File: src/rtl/divider_32bit.sv
// divider_32bit: multi-cycle unsigned 32-bit restoring divider.
// One quotient bit is produced per clock. Each trial subtraction goes through
// a 32-bit carry-lookahead adder fed with the inverted divisor and carry-in 1,
// so the adder carry-out doubles as the "no borrow" flag.

module cla_adder_32 (
  input  logic [31:0] a,
  input  logic [31:0] b,
  input  logic        cin,
  output logic [31:0] sum,
  output logic        cout
);

  logic [31:0] gen_s;
  logic [31:0] prop_s;

  assign gen_s  = a & b;
  assign prop_s = a ^ b;

  // Lookahead carries inside a 4-bit group: returns {c4, c3, c2, c1}.
  function automatic logic [3:0] cla4(input logic [3:0] g, input logic [3:0] p, input logic c0);
    logic [3:0] c;
    c[0] = g[0] | (p[0] & c0);
    c[1] = g[1] | (p[1] & g[0]) | (p[1] & p[0] & c0);
    c[2] = g[2] | (p[2] & g[1]) | (p[2] & p[1] & g[0]) | (p[2] & p[1] & p[0] & c0);
    c[3] = g[3] | (p[3] & g[2]) | (p[3] & p[2] & g[1]) | (p[3] & p[2] & p[1] & g[0])
         | (p[3] & p[2] & p[1] & p[0] & c0);
    return c;
  endfunction

  // Chain eight lookahead groups; each group's carry-out feeds the next group.
  always_comb begin : carry_chain
    logic       grp_c_s;
    logic [3:0] grp_out_s;
    sum       = 32'd0;
    grp_c_s   = cin;
    grp_out_s = 4'd0;
    for (int k = 0; k < 8; k++) begin
      grp_out_s        = cla4(gen_s[4*k +: 4], prop_s[4*k +: 4], grp_c_s);
      sum[4*k +: 4]    = prop_s[4*k +: 4] ^ {grp_out_s[2:0], grp_c_s};
      grp_c_s          = grp_out_s[3];
    end
    cout = grp_c_s;
  end

endmodule

module divider_32bit (
  input  logic        clk,
  input  logic        rst_n,
  input  logic        start,
  input  logic [31:0] dividend,
  input  logic [31:0] divisor,
  output logic [31:0] quotient,
  output logic [31:0] remainder,
  output logic        busy,
  output logic        done,
  output logic        div_by_zero
);

  typedef enum logic [1:0] {
    ST_IDLE = 2'd0,
    ST_RUN  = 2'd1,
    ST_DONE = 2'd2
  } state_t;

  state_t      state_r, state_s;
  logic [31:0] q_r, q_s;
  logic [31:0] d_r, d_s;
  logic [32:0] r_r, r_s;
  logic [4:0]  cnt_r, cnt_s;
  logic [31:0] quotient_r, quotient_s;
  logic [31:0] remainder_r, remainder_s;
  logic        busy_r, busy_s;
  logic        done_r, done_s;
  logic        dbz_r, dbz_s;

  logic [32:0] part_s;
  logic [31:0] diff_s;
  logic        carry_s;
  logic        take_s;

  // Shift the next dividend bit into the partial remainder.
  assign part_s = {r_r[31:0], q_r[31]};

  cla_adder_32 u_sub (
    .a    (part_s[31:0]),
    .b    (~d_r),
    .cin  (1'b1),
    .sum  (diff_s),
    .cout (carry_s)
  );

  // A set bit 32 means the shifted remainder already exceeds any 32-bit divisor.
  assign take_s = part_s[32] | carry_s;

  // Next-state, datapath and output decode.
  always_comb begin
    state_s     = state_r;
    q_s         = q_r;
    d_s         = d_r;
    r_s         = r_r;
    cnt_s       = cnt_r;
    quotient_s  = quotient_r;
    remainder_s = remainder_r;
    busy_s      = 1'b0;
    done_s      = 1'b0;
    dbz_s       = dbz_r;
    case (state_r)
      ST_IDLE, ST_DONE: begin
        if (start) begin
          q_s   = dividend;
          d_s   = divisor;
          r_s   = 33'd0;
          cnt_s = 5'd0;
          dbz_s = 1'b0;
          if (divisor == 32'd0) begin
            state_s     = ST_DONE;
            done_s      = 1'b1;
            dbz_s       = 1'b1;
            quotient_s  = 32'hFFFF_FFFF;
            remainder_s = dividend;
          end else begin
            state_s = ST_RUN;
            busy_s  = 1'b1;
          end
        end else begin
          state_s = ST_IDLE;
        end
      end
      ST_RUN: begin
        q_s   = {q_r[30:0], take_s};
        r_s   = take_s ? {1'b0, diff_s} : part_s;
        cnt_s = cnt_r + 5'd1;
        if (cnt_r == 5'd31) begin
          state_s     = ST_DONE;
          done_s      = 1'b1;
          quotient_s  = {q_r[30:0], take_s};
          remainder_s = take_s ? diff_s : part_s[31:0];
        end else begin
          busy_s = 1'b1;
        end
      end
      default: begin
        state_s = ST_IDLE;
      end
    endcase
  end

  // FSM state register.
  always_ff @(posedge clk or negedge rst_n) begin
    if (!rst_n) begin
      state_r <= ST_IDLE;
    end else begin
      state_r <= state_s;
    end
  end

  // Working registers and registered outputs.
  always_ff @(posedge clk or negedge rst_n) begin
    if (!rst_n) begin
      q_r         <= 32'd0;
      d_r         <= 32'd0;
      r_r         <= 33'd0;
      cnt_r       <= 5'd0;
      quotient_r  <= 32'd0;
      remainder_r <= 32'd0;
      busy_r      <= 1'b0;
      done_r      <= 1'b0;
      dbz_r       <= 1'b0;
    end else begin
      q_r         <= q_s;
      d_r         <= d_s;
      r_r         <= r_s;
      cnt_r       <= cnt_s;
      quotient_r  <= quotient_s;
      remainder_r <= remainder_s;
      busy_r      <= busy_s;
      done_r      <= done_s;
      dbz_r       <= dbz_s;
    end
  end

  assign quotient    = quotient_r;
  assign remainder   = remainder_r;
  assign busy        = busy_r;
  assign done        = done_r;
  assign div_by_zero = dbz_r;

endmodule

File: config.mk
export PLATFORM = sky130hd
export DESIGN_NAME = divider_32bit
export DESIGN_NICKNAME = d
export VERILOG_FILES = /design/src/rtl/divider_32bit.sv
export SDC_FILE = /design/constraint.sdc
export NUM_CORES = 1
export LEC_CHECK = 0
export ABC_AREA = 1
export CAP_MARGIN = 20
export CORE_ASPECT_RATIO = 0.9
export CORE_MARGIN = 10
export CORE_UTILIZATION = 59
export CTS_CLUSTER_SIZE = 25
export DETAILED_ROUTE_END_ITERATION = 10
export GPL_TIMING_DRIVEN = 0
export PLACE_DENSITY = 0.95
export REMOVE_ABC_BUFFERS = 1
export SETUP_SLACK_MARGIN = 0.3
export SLEW_MARGIN = 10
export SYNTH_ARGS = -nofsm -noshare
export SYNTH_HDL_FRONTEND = slang
export SYNTH_HIERARCHICAL = 1
export SYNTH_SLANG_ARGS = --single-unit
File: constraint.sdc
create_clock -name clk -period 7.8 [get_ports clk]
set_input_delay 1.56 -clock clk [delete_from_list [all_inputs] [get_ports clk]]
set_output_delay 1.56 -clock clk [all_outputs]
set_load 0.01 [all_outputs]
---- Word level (Yosys, flattened, before mapping) ----
Index checks and enable logic that the tools add are counted.
operators by class
  $add $sub $neg .......................... 1
  eq/ne operators ......................... 6
  muxes and demuxes ....................... 28
  bitwise logic cells ..................... 216
  reduce and logical (&&, ||, !) cells .... 7
operators with widths
  kind                                           count
  2-to-1 mux 32 bit                              10
  one-hot mux 32 bit (2 select lines)            4
  AND 1 bit                                      124
  OR 1 bit                                       81
  AND 32 bit                                     1
  zero test 32 bit                               1
  inverter 32 bit                                1
  XOR 32 bit                                     1
  XOR 4 bit                                      8
  one-hot mux 5 bit (2 select lines)             1
  2-to-1 mux 1 bit                               6
  2-to-1 mux 2 bit                               3
  inequality test 2 bit, second input constant   3
  adder 5 x 1 -> 5 bit, second input constant    1
  == test 5 bit, second input constant           1
  2-to-1 mux 5 bit                               1
  one-hot mux 1 bit (2 select lines)             2
  one-hot mux 2 bit (2 select lines)             1
  AND reduction 2 bit                            2
  AND reduction 4 bit                            1
  == test 2 x 1 -> 1 bit, second input constant  1
  == test 2 bit, second input constant           1
  zero test 2 bit                                1
  nonzero test 2 bit                             1
  OR reduction 2 bit                             1
storage, ports and cells
  register bits after elaboration ......... 170
  word-level logic and storage cells ...... 268

---- Logic depth before layout (Yosys ltp) ----
Gate-level depths: netlist of the first run.
  word-level depth ........................ 25
  mapped depth ............................ 30
  mapped depth without buffers ............ 29

---- Hierarchy ----
Netlist of the first run, hierarchy kept.
modules (own cells, without submodules)
  module         times used  cells an instance  area each (µm²)  sequential area each (µm²)
  divider_32bit  1           904                7644.8           4254.1
  cla_adder_32   1           185                1358.8           0.0

---- Least setup slack after synthesis of the first run ----
No wires, ideal clock.
  path type ............................... reg2reg
  from .................................... reg r_r[5]
  to ...................................... reg remainder_r[14] (netlist: remainder[14])
  library setup time ...................... 0.065 ns
  arrival ................................. 2.691 ns
  data required time ...................... 7.735 ns
  setup slack ............................. 5.044 ns
  stages on the path, launching flop included .. 27
  path buffers ............................ 2
  period minus slack after synthesis ...... 2.756 ns
  cell sequence ........................... dfrtp_1 ha_1 nand3_1 nor2_1 nor2_1 nand2_2 nand2_2 nand2_2 nand2_2 nand2_4 nand2_4 nand2_4 nand2_4 nand2_4 nand2_4 nand2_4 nand2_4 nand2_2 nand2_1 nand2_1 nor2_1 nand2_1 buf_2 buf_2 o211ai_1 nand3_1 nand2_1
between the ends
  longest elaborated chain between the ends .. 22
  elaborated cells between the ends (all ways) .. 32
  classes of those cells .................. mux (3); bitwise (29)
ends and longest elaborated chain
  what                                                 RTL line  text
  from (decl)                                          70        logic [32:0] r_r, r_s;
  from (signal assigned)                               174       r_r <= r_s;
  AND 32 bit / XOR 32 bit (equally long branches)      17, 18
  AND 1 bit, on equally long branches                  26, 27
  OR 1 bit, or another cell as far along (2 in a row)  26        c[3] = g[3] | (p[3] & g[2]) | (p[3] & p[2] & g[1]) | (p[3] & p[2] & p[1] & g[0])
  OR 1 bit / AND 1 bit (equally long branches)         26, 27
  OR 1 bit *                                           27        | (p[3] & p[2] & p[1] & p[0] & c0);
  AND 1 bit *                                          27
  OR 1 bit *                                           27
  AND 1 bit *                                          27
  [... 6 more ...]                                     -
  OR 1 bit *                                           27
  AND 1 bit *                                          27
  OR 1 bit *                                           27
  net carry_s                                          80        logic carry_s;
  OR 1 bit *                                           95        assign take_s = part_s[32] | carry_s;
  2-to-1 mux 32 bit *                                  139       remainder_s = take_s ? diff_s : part_s[31:0];
  2-to-1 mux 32 bit *                                  135       if (cnt_r == 5'd31) begin
  one-hot mux 32 bit (2 select lines) *                109       case (state_r)
  to (signal assigned)                                 177       remainder_r <= remainder_s;
  to (decl)                                            73        logic [31:0] remainder_r, remainder_s;
The timed path passes the listed nets; every way through them passes the cells marked *. The select of a mux whose other input is x is not followed.
A chain may end at the register's enable or synchronous reset.

---- Worst setup path in the final report of the first run ----
  from .................................... in start
  to ...................................... reg quotient_r[20] (netlist: quotient[20])
between the ends
  longest elaborated chain between the ends .. 2
ends and longest elaborated chain
  what                                    RTL line  text
  from (decl)                             51        input logic start,
  inequality test 2 bit (no source line)  -
  AND reduction 4 bit (no source line)    -
  to (signal assigned)                    176       quotient_r <= quotient_s;
  to (decl)                               72        logic [31:0] quotient_r, quotient_s;
Every way passes these cells.

==> results of run 1 <==
-- Yosys cell counts, drive strengths merged (2+ instances only) --
master	number	area (um^2)
xor2	15	131.4
o21bai	2	15.01
clkbuf	15	56.30
xnor2	6	52.55
o211ai	32	240.2
fa	8	160.2
nand2	326	1306
o21ai	39	195.2
dfrtp	170	4254
a22o	2	17.52
o221ai	31	271.5
ha	34	425.4
nand3	79	400.4
nor2	105	415.4
o31ai	29	217.7
o22ai	2	12.51
a21oi	21	105.1
inv	122	457.9
buf	43	216.5
-- state kept, by name, summed over array words and instances, names as in the netlist --
| signal | cells |
|---|---|
| busy | 1 |
| div_by_zero | 1 |
| r_r | 32 |
| q_r | 32 |
| quotient | 32 |
| state_r | 2 |
| done | 1 |
| d_r | 32 |
| cnt_r | 5 |
| remainder | 32 |
-- power by group --
group	switching, mW	internal (mW)	total (mW)
Combinational	2.02	1.35	3.37
Sequential	0.228	1.33	1.56
Clock	0.365	0.500	0.866
-- worst paths after layout --
path | start | end | slack [ns] | depth (start not counted)
min in group asynchronous | rst_n | q_r[15]$_DFFE_PN0P_ | 1.15 | 1
hold / removal | quotient[6]$_DFFE_PN0P_ | quotient[6]$_DFFE_PN0P_ | 0.47 | 2
setup reg to reg | r_r[10]$_DFFE_PN0P_ | remainder[31]$_DFFE_PN0P_ | 4.07 | 25
max in group asynchronous | rst_n | remainder[2]$_DFFE_PN0P_ | 5.86 | 2
setup / recovery | start | quotient[20]$_DFFE_PN0P_ | 3.05 | 11
hold reg to reg | quotient[6]$_DFFE_PN0P_ | quotient[6]$_DFFE_PN0P_ | 0.47 | 2
-- layer usage --
metal  vias up  routed length (um)  track usage [%]
li1       3767                   -                -
met1      3866                9590            28.59
met2       353               12070            40.54
met3        54                1810            5.543
met4         0                 575            9.169
met5         -                   0                0
-- logic make-up (layout without fill, tap and decap cells) --
logic type / after synthesis / after routing / synth area share (%)
compound gates: 161 / 161 / 12.24
xor+xnor: 21 / 21 / 2.043
fa+ha+maj: 42 / 42 / 6.504
buf+inv: 181 / 298 / 8.157
flops: 170 / 170 / 47.25
other cells: 1 / 3 / 0.04165
simple gates: 513 / 513 / 23.76
-- through the flow --
step / setup WS, ns / TNS, ns / util (%) / area [um^2]
after floorplan: -0.9273 / -60.90 / - / 8735
after global placement: -6.006 / -684.47 / 69.60 / 10310
after detailed placement: 2.571 / 0 / 71.24 / 10560
after CTS: 3.080 / 0 / 75.32 / 11160
after global routing: 2.808 / 0 / 75.51 / 11190
final: 3.050 / 0 / 75.52 / 11190
-- final cells by class --
class / instances / share of cell area [%]
multi-input combinational: 739 / 36.30
antenna: 1 / 0.02236
timing repair buffer: 143 / 13.93
tap: 198 / 2.214
sequential: 170 / 38.01
clock buffer: 20 / 4.170
inverter: 123 / 4.125
clock inverter: 12 / 1.230
-- worst register-to-register path, cell delays in order, from the launching register on --
cell and delay, ns:
dfrtp_1 0.40, ha_1 0.38, a21oi_1 0.15, nand2_1 0.07, a41oi_1 0.22, nand2_2 0.14
nand2_2 0.10, nand2_4 0.07, nand2_4 0.08, nand2_4 0.06, nand2_4 0.07, nand2_4 0.07
nand2_4 0.08, nand2_4 0.07, nand2_4 0.07, nand2_2 0.05, nand2_1 0.07, nand2_1 0.05
nor2_1 0.24, nand2_2 0.41, buf_12 0.34, nor2_1 0.12, a21oi_1 0.08, nand2_1 0.10
nand3_1 0.08, nand2_1 0.11
==> impl_metrics.tcl, run 1 <==
set metrics [dict create \
    via_per_inst 5.718 \
    slowest_delay_ns 0.64 \
    mostFrequentLayoutCells "nand2_1 (307), dfrtp_1 (170), clkdlybuf4s50_1 (132)" \
    routabilityCongestion 0.8276 \
    placed_cells 1372 \
    path_clk_slew_ns 0.07 \
    holdWs_ns 0.4696 \
    nNetsFinal 1303 \
    initial_core_util_pct 60.76 \
    synth_ff_type "dfrtp_1" \
    syn_inst 1089 \
    worst_pin_slew_ns 0.8373 \
    area_growth_pct 24.31 \
    grt_usage_pct 23.71 \
    min_period_ns 4.750 \
    slowest_stage "nor2_4" \
    synth.yosys.seq_area_share_pct 47.25 \
    p_leak_nw 5.409 \
    netlist_area_um2 9004 \
    grt_pass1_vias 7981 \
    maxCapViolations 0 \
    multi_input_area_um2 4063 \
    fin_cells 1406 \
    die_y_um 137.2 \
    dieArea_um2 20610 \
    clk_latency_ns 0.44 \
    synth-edff-count 0 \
    numCtsBuffers 17 \
    routed_wl_um 24050 \
    layout_commonest_cell "nand2_1" \
    grt_pass1_wl_um 39230 \
    fillerInstances 1007 \
    ys_types 36 \
    required_ns 8.12 \
    hold_class "flop to flop" \
    drv_slew 0 \
    grt_overflow_total 0 \
    cts_hold_buf 0 \
    first_iter_violations 627 \
    port_buffers 133 \
    yosysWarnings 6 \
    arrival_ns 5.07 \
    cts_setup_buffers 0 \
    power-per-cell-area_nw_per_um2 517.2 \
    dr.pass1.iters 5 \
    status "completed" \
    syn_area_per_cell_um2 8.268 \
    critPathMaxFanout 41 \
    fin_skew_ns 0.01141 \
    cp_num_buf_inv 5 \
    finalPower_mw 5.788 \
    vias 8040 \
    hold_viol 0 \
    period_share_pct 60.90 \
    core_area_um2 14820 \
    max_freq_ghz 0.2105 \
    crit_path_start_kind "input port" \
    endpoint_kind "flop" \
    async_flop_share_pct 100.0 \
    drt_drc_violations_left 0 \
    setup_viol 0 \
    row_count 42 \
    fp.dieW_um 150.2 \
    final_layout_size_suffix_gt1_share_pct 6.131 \
    cts_resized 0 \
    cp_top_family "simple AND/OR/NAND/NOR gates" \
    synth-seq-cells 170 \
    cts.sinks 170 \
    cts_buffer_depth 2 \
    ant_nets 0 \
    cts-htree-levels 4 \
    clockRootBuffer "clkbuf_16" \
    slew_headroom_pct 44.05 \
    io-pin-count 134 \
    cts_tree "built" \
    crit_type "input port to flop" \
    antenna_found_initial 0 \
    ir_worst_vdd_v 0.0003266 \
    cp_cell_sequence "clkdlybuf4s50_1 -> inv_1 -> nor2_4 -> buf_12 -> nor2_4 -> buf_12 -> nor2_4 -> nand2_2 -> buf_12 -> nand2_1 -> nand2_1" \
    seq_area_um2 4254 \
    avgRoutedWirePerCell_um 17.10 \
    hpwl_um 16510 \
    grt_max_degree 102 \
    rsz0062_at_grt "no" \
]
Power figures use the tool's default switching activity.
==> inputs of run 2 (changes only) <==
- CORE_UTILIZATION: 59 -> 55
- PLACE_DENSITY: 0.95 -> 0.91
- clock period: 7.8 -> 4.95 ns (I/O delays scaled with it)
==> run 2 against run 1 <==
Against the previous run:
- sequential power increased by 56%
- clock skew decreased by 0.0025 ns
- global-route usage decreased by 2.7 points
- sequential share of layout area about the same
- total power increased by 55%
- cell area about the same
- routed wire length decreased by 4.0%
- largest power group unchanged
- highest routed layer unchanged
==> impl_metrics.tcl, run 2 (same netlist as run 1, synthesis figures left out) <==
set metrics [dict create \
    status "completed" \
    switching_share_pct 44.68 \
    die_y_um 141.4 \
    p_sw_mw 4.020 \
    seq_area_um2 4254 \
    top_usage_layer "met2" \
    hpwl_um 16000 \
    required_ns 5.26 \
    placed_cells 1382 \
    rsz0062_at_grt "no" \
    max_freq_ghz 0.2398 \
    cts_tree "built" \
    fp.dieW_um 154.9 \
    drt_drc_violations_left 0 \
    initial_core_util_pct 56.01 \
    hold_viol 0 \
    cts-htree-levels 4 \
    via_per_inst 5.508 \
    p_leak_nw 5.391 \
    hold_class "flop to flop" \
    dr.pass1.iters 5 \
    dp_slack_ns 0.3779 \
    area_growth_pct 24.29 \
    routabilityCongestion 0.8385 \
    grt_use_met2_pct 35.38 \
    clockRootBuffer "clkbuf_16" \
    crit_type "input port to flop" \
    fin_cells 1416 \
    met1_usage_pct 25.43 \
    dieArea_um2 21890 \
    path_clk_slew_ns 0.06 \
    row_count 44 \
    setup_viol 0 \
    grt_pass1_wl_um 38080 \
    period_share_pct 84.23 \
    cts.sinks 170 \
    port_buffers 133 \
    cts_hold_buf 0 \
    mostFrequentLayoutCells "nand2_1 (307), dfrtp_1 (170), clkdlybuf4s50_1 (132)" \
    grt_overflow_total 0 \
    numCtsBuffers 17 \
    routed_wl_um 23090 \
    io-pin-count 134 \
    cts_setup_buffers 0 \
    crit_path_start_kind "input port" \
    clkPwrFrac_pct 14.8 \
    grt_use_met3_pct 5.168 \
    finish.utilization_pct 69.61 \
    maxCapViolations 0 \
    pwr-share-seq_pct 27.1 \
    power-per-cell-area_nw_per_um2 804.0 \
    nNetsFinal 1303 \
    reg2reg_slack_ns 1.28 \
    grt_max_degree 90 \
    avgRoutedWirePerCell_um 16.30 \
    grt_pass1_vias 7854 \
    holdWs_ns 0.4683 \
    stdcell_area_um2 11190 \
    fin_skew_ns 0.008878 \
    cts_resized 0 \
    grt_usage_pct 21.02 \
    p_int_mw 4.977 \
    first_iter_violations 444 \
    drv_slew 0 \
    antenna_found_initial 2 \
    layout_setup_ws_ns 0.7804 \
    vias 7799 \
    multi_input_area_um2 4063 \
    combinationalPowerShare_pct 58.2 \
    slew_headroom_pct 42.47 \
    critPathMaxFanout 41 \
    min_period_ns 4.170 \
    clk_latency_ns 0.43 \
    fillerInstances 1212 \
    endpoint_kind "flop" \
    arrival_ns 4.48 \
    ant_nets 0 \
    layout_commonest_cell "nand2_1" \
    final_layout_size_suffix_gt1_share_pct 5.882 \
    dpl-instance-area_um2 10600 \
    worst_pin_slew_ns 0.8609 \
    core_area_um2 16080 \
    cts_buffer_depth 2 \
    ir_worst_vdd_v 0.0004474 \
]
run 2: cell types whose count changed in the layout (fill, tap and decap cells not counted), sizes merged:
| cell | before | now |
|---|---|---|
| diode | 1 | 2 |
| clkbuf | 20 | 22 |
| clkinv | 6 | 4 |
| inv | 125 | 123 |
| clkinvlp | 2 | 4 |
run 2: metrics by stage:
| step | power, mW | setup TNS, ns |
|---|---|---|
| floorplan | 5.839 | -211.38 |
| global placement | 7.215 | -1368.67 |
| detailed placement | 7.605 | 0 |
| CTS | 9.023 | 0 |
| global route | 9.764 | 0 |
| finish | 8.997 | 0 |
run 2: cell type report:
| class | instances | share of cell area (%) |
|---|---|---|
| clock buffer | 22 | 4.148 |
| multi-input combinational | 739 | 36.30 |
| clock inverter | 10 | 1.051 |
| antenna | 2 | 0.04472 |
| sequential | 170 | 38.01 |
| tap | 207 | 2.314 |
| timing repair buffer | 143 | 14.00 |
| inverter | 123 | 4.126 |
run 2: worst paths after layout:
check | end | cells after the start | from
max in group asynchronous | cnt_r[3]$_DFFE_PN0P_ | 2 | rst_n
min in group asynchronous | remainder[13]$_DFFE_PN0P_ | 1 | rst_n
worst min register to register | remainder[8]$_DFFE_PN0P_ | 2 | remainder[8]$_DFFE_PN0P_
worst max-delay path | remainder[16]$_DFFE_PN0P_ | 11 | start
worst max register to register | remainder[31]$_DFFE_PN0P_ | 29 | r_r[1]$_DFFE_PN0P_
worst min-delay path | remainder[8]$_DFFE_PN0P_ | 2 | remainder[8]$_DFFE_PN0P_
run 2: layer usage:
metal | share of wire [%] | wire [um]
met1 | 42 | 9631
met2 | 49 | 11420
met3 | 6.6 | 1520
met4 | 2.2 | 514
met5 | 0 | 0
run 2: power groups by stage:
stage | sequential [mW] | clock (mW) | combinational, mW
3_3_place_gp | 2.42 | 0 | 4.79
2_1_floorplan | 2.51 | 0 | 3.33
3_5_place_dp | 2.45 | 0 | 5.16
4_1_cts | 2.43 | 1.35 | 5.24
6_report | 2.43 | 1.33 | 5.23
5_1_grt | 2.51 | 1.40 | 5.86
run 2: worst max-delay path, cell delays in order:
cell,delay [ns]
clkdlybuf4s50_1,0.48
inv_1,0.07
nor2_4,0.47
buf_12,0.27
nor2_4,0.18
buf_12,0.26
nor2_4,0.61
nand2_2,0.58
buf_12,0.35
nand2_1,0.09
nand2_1,0.06
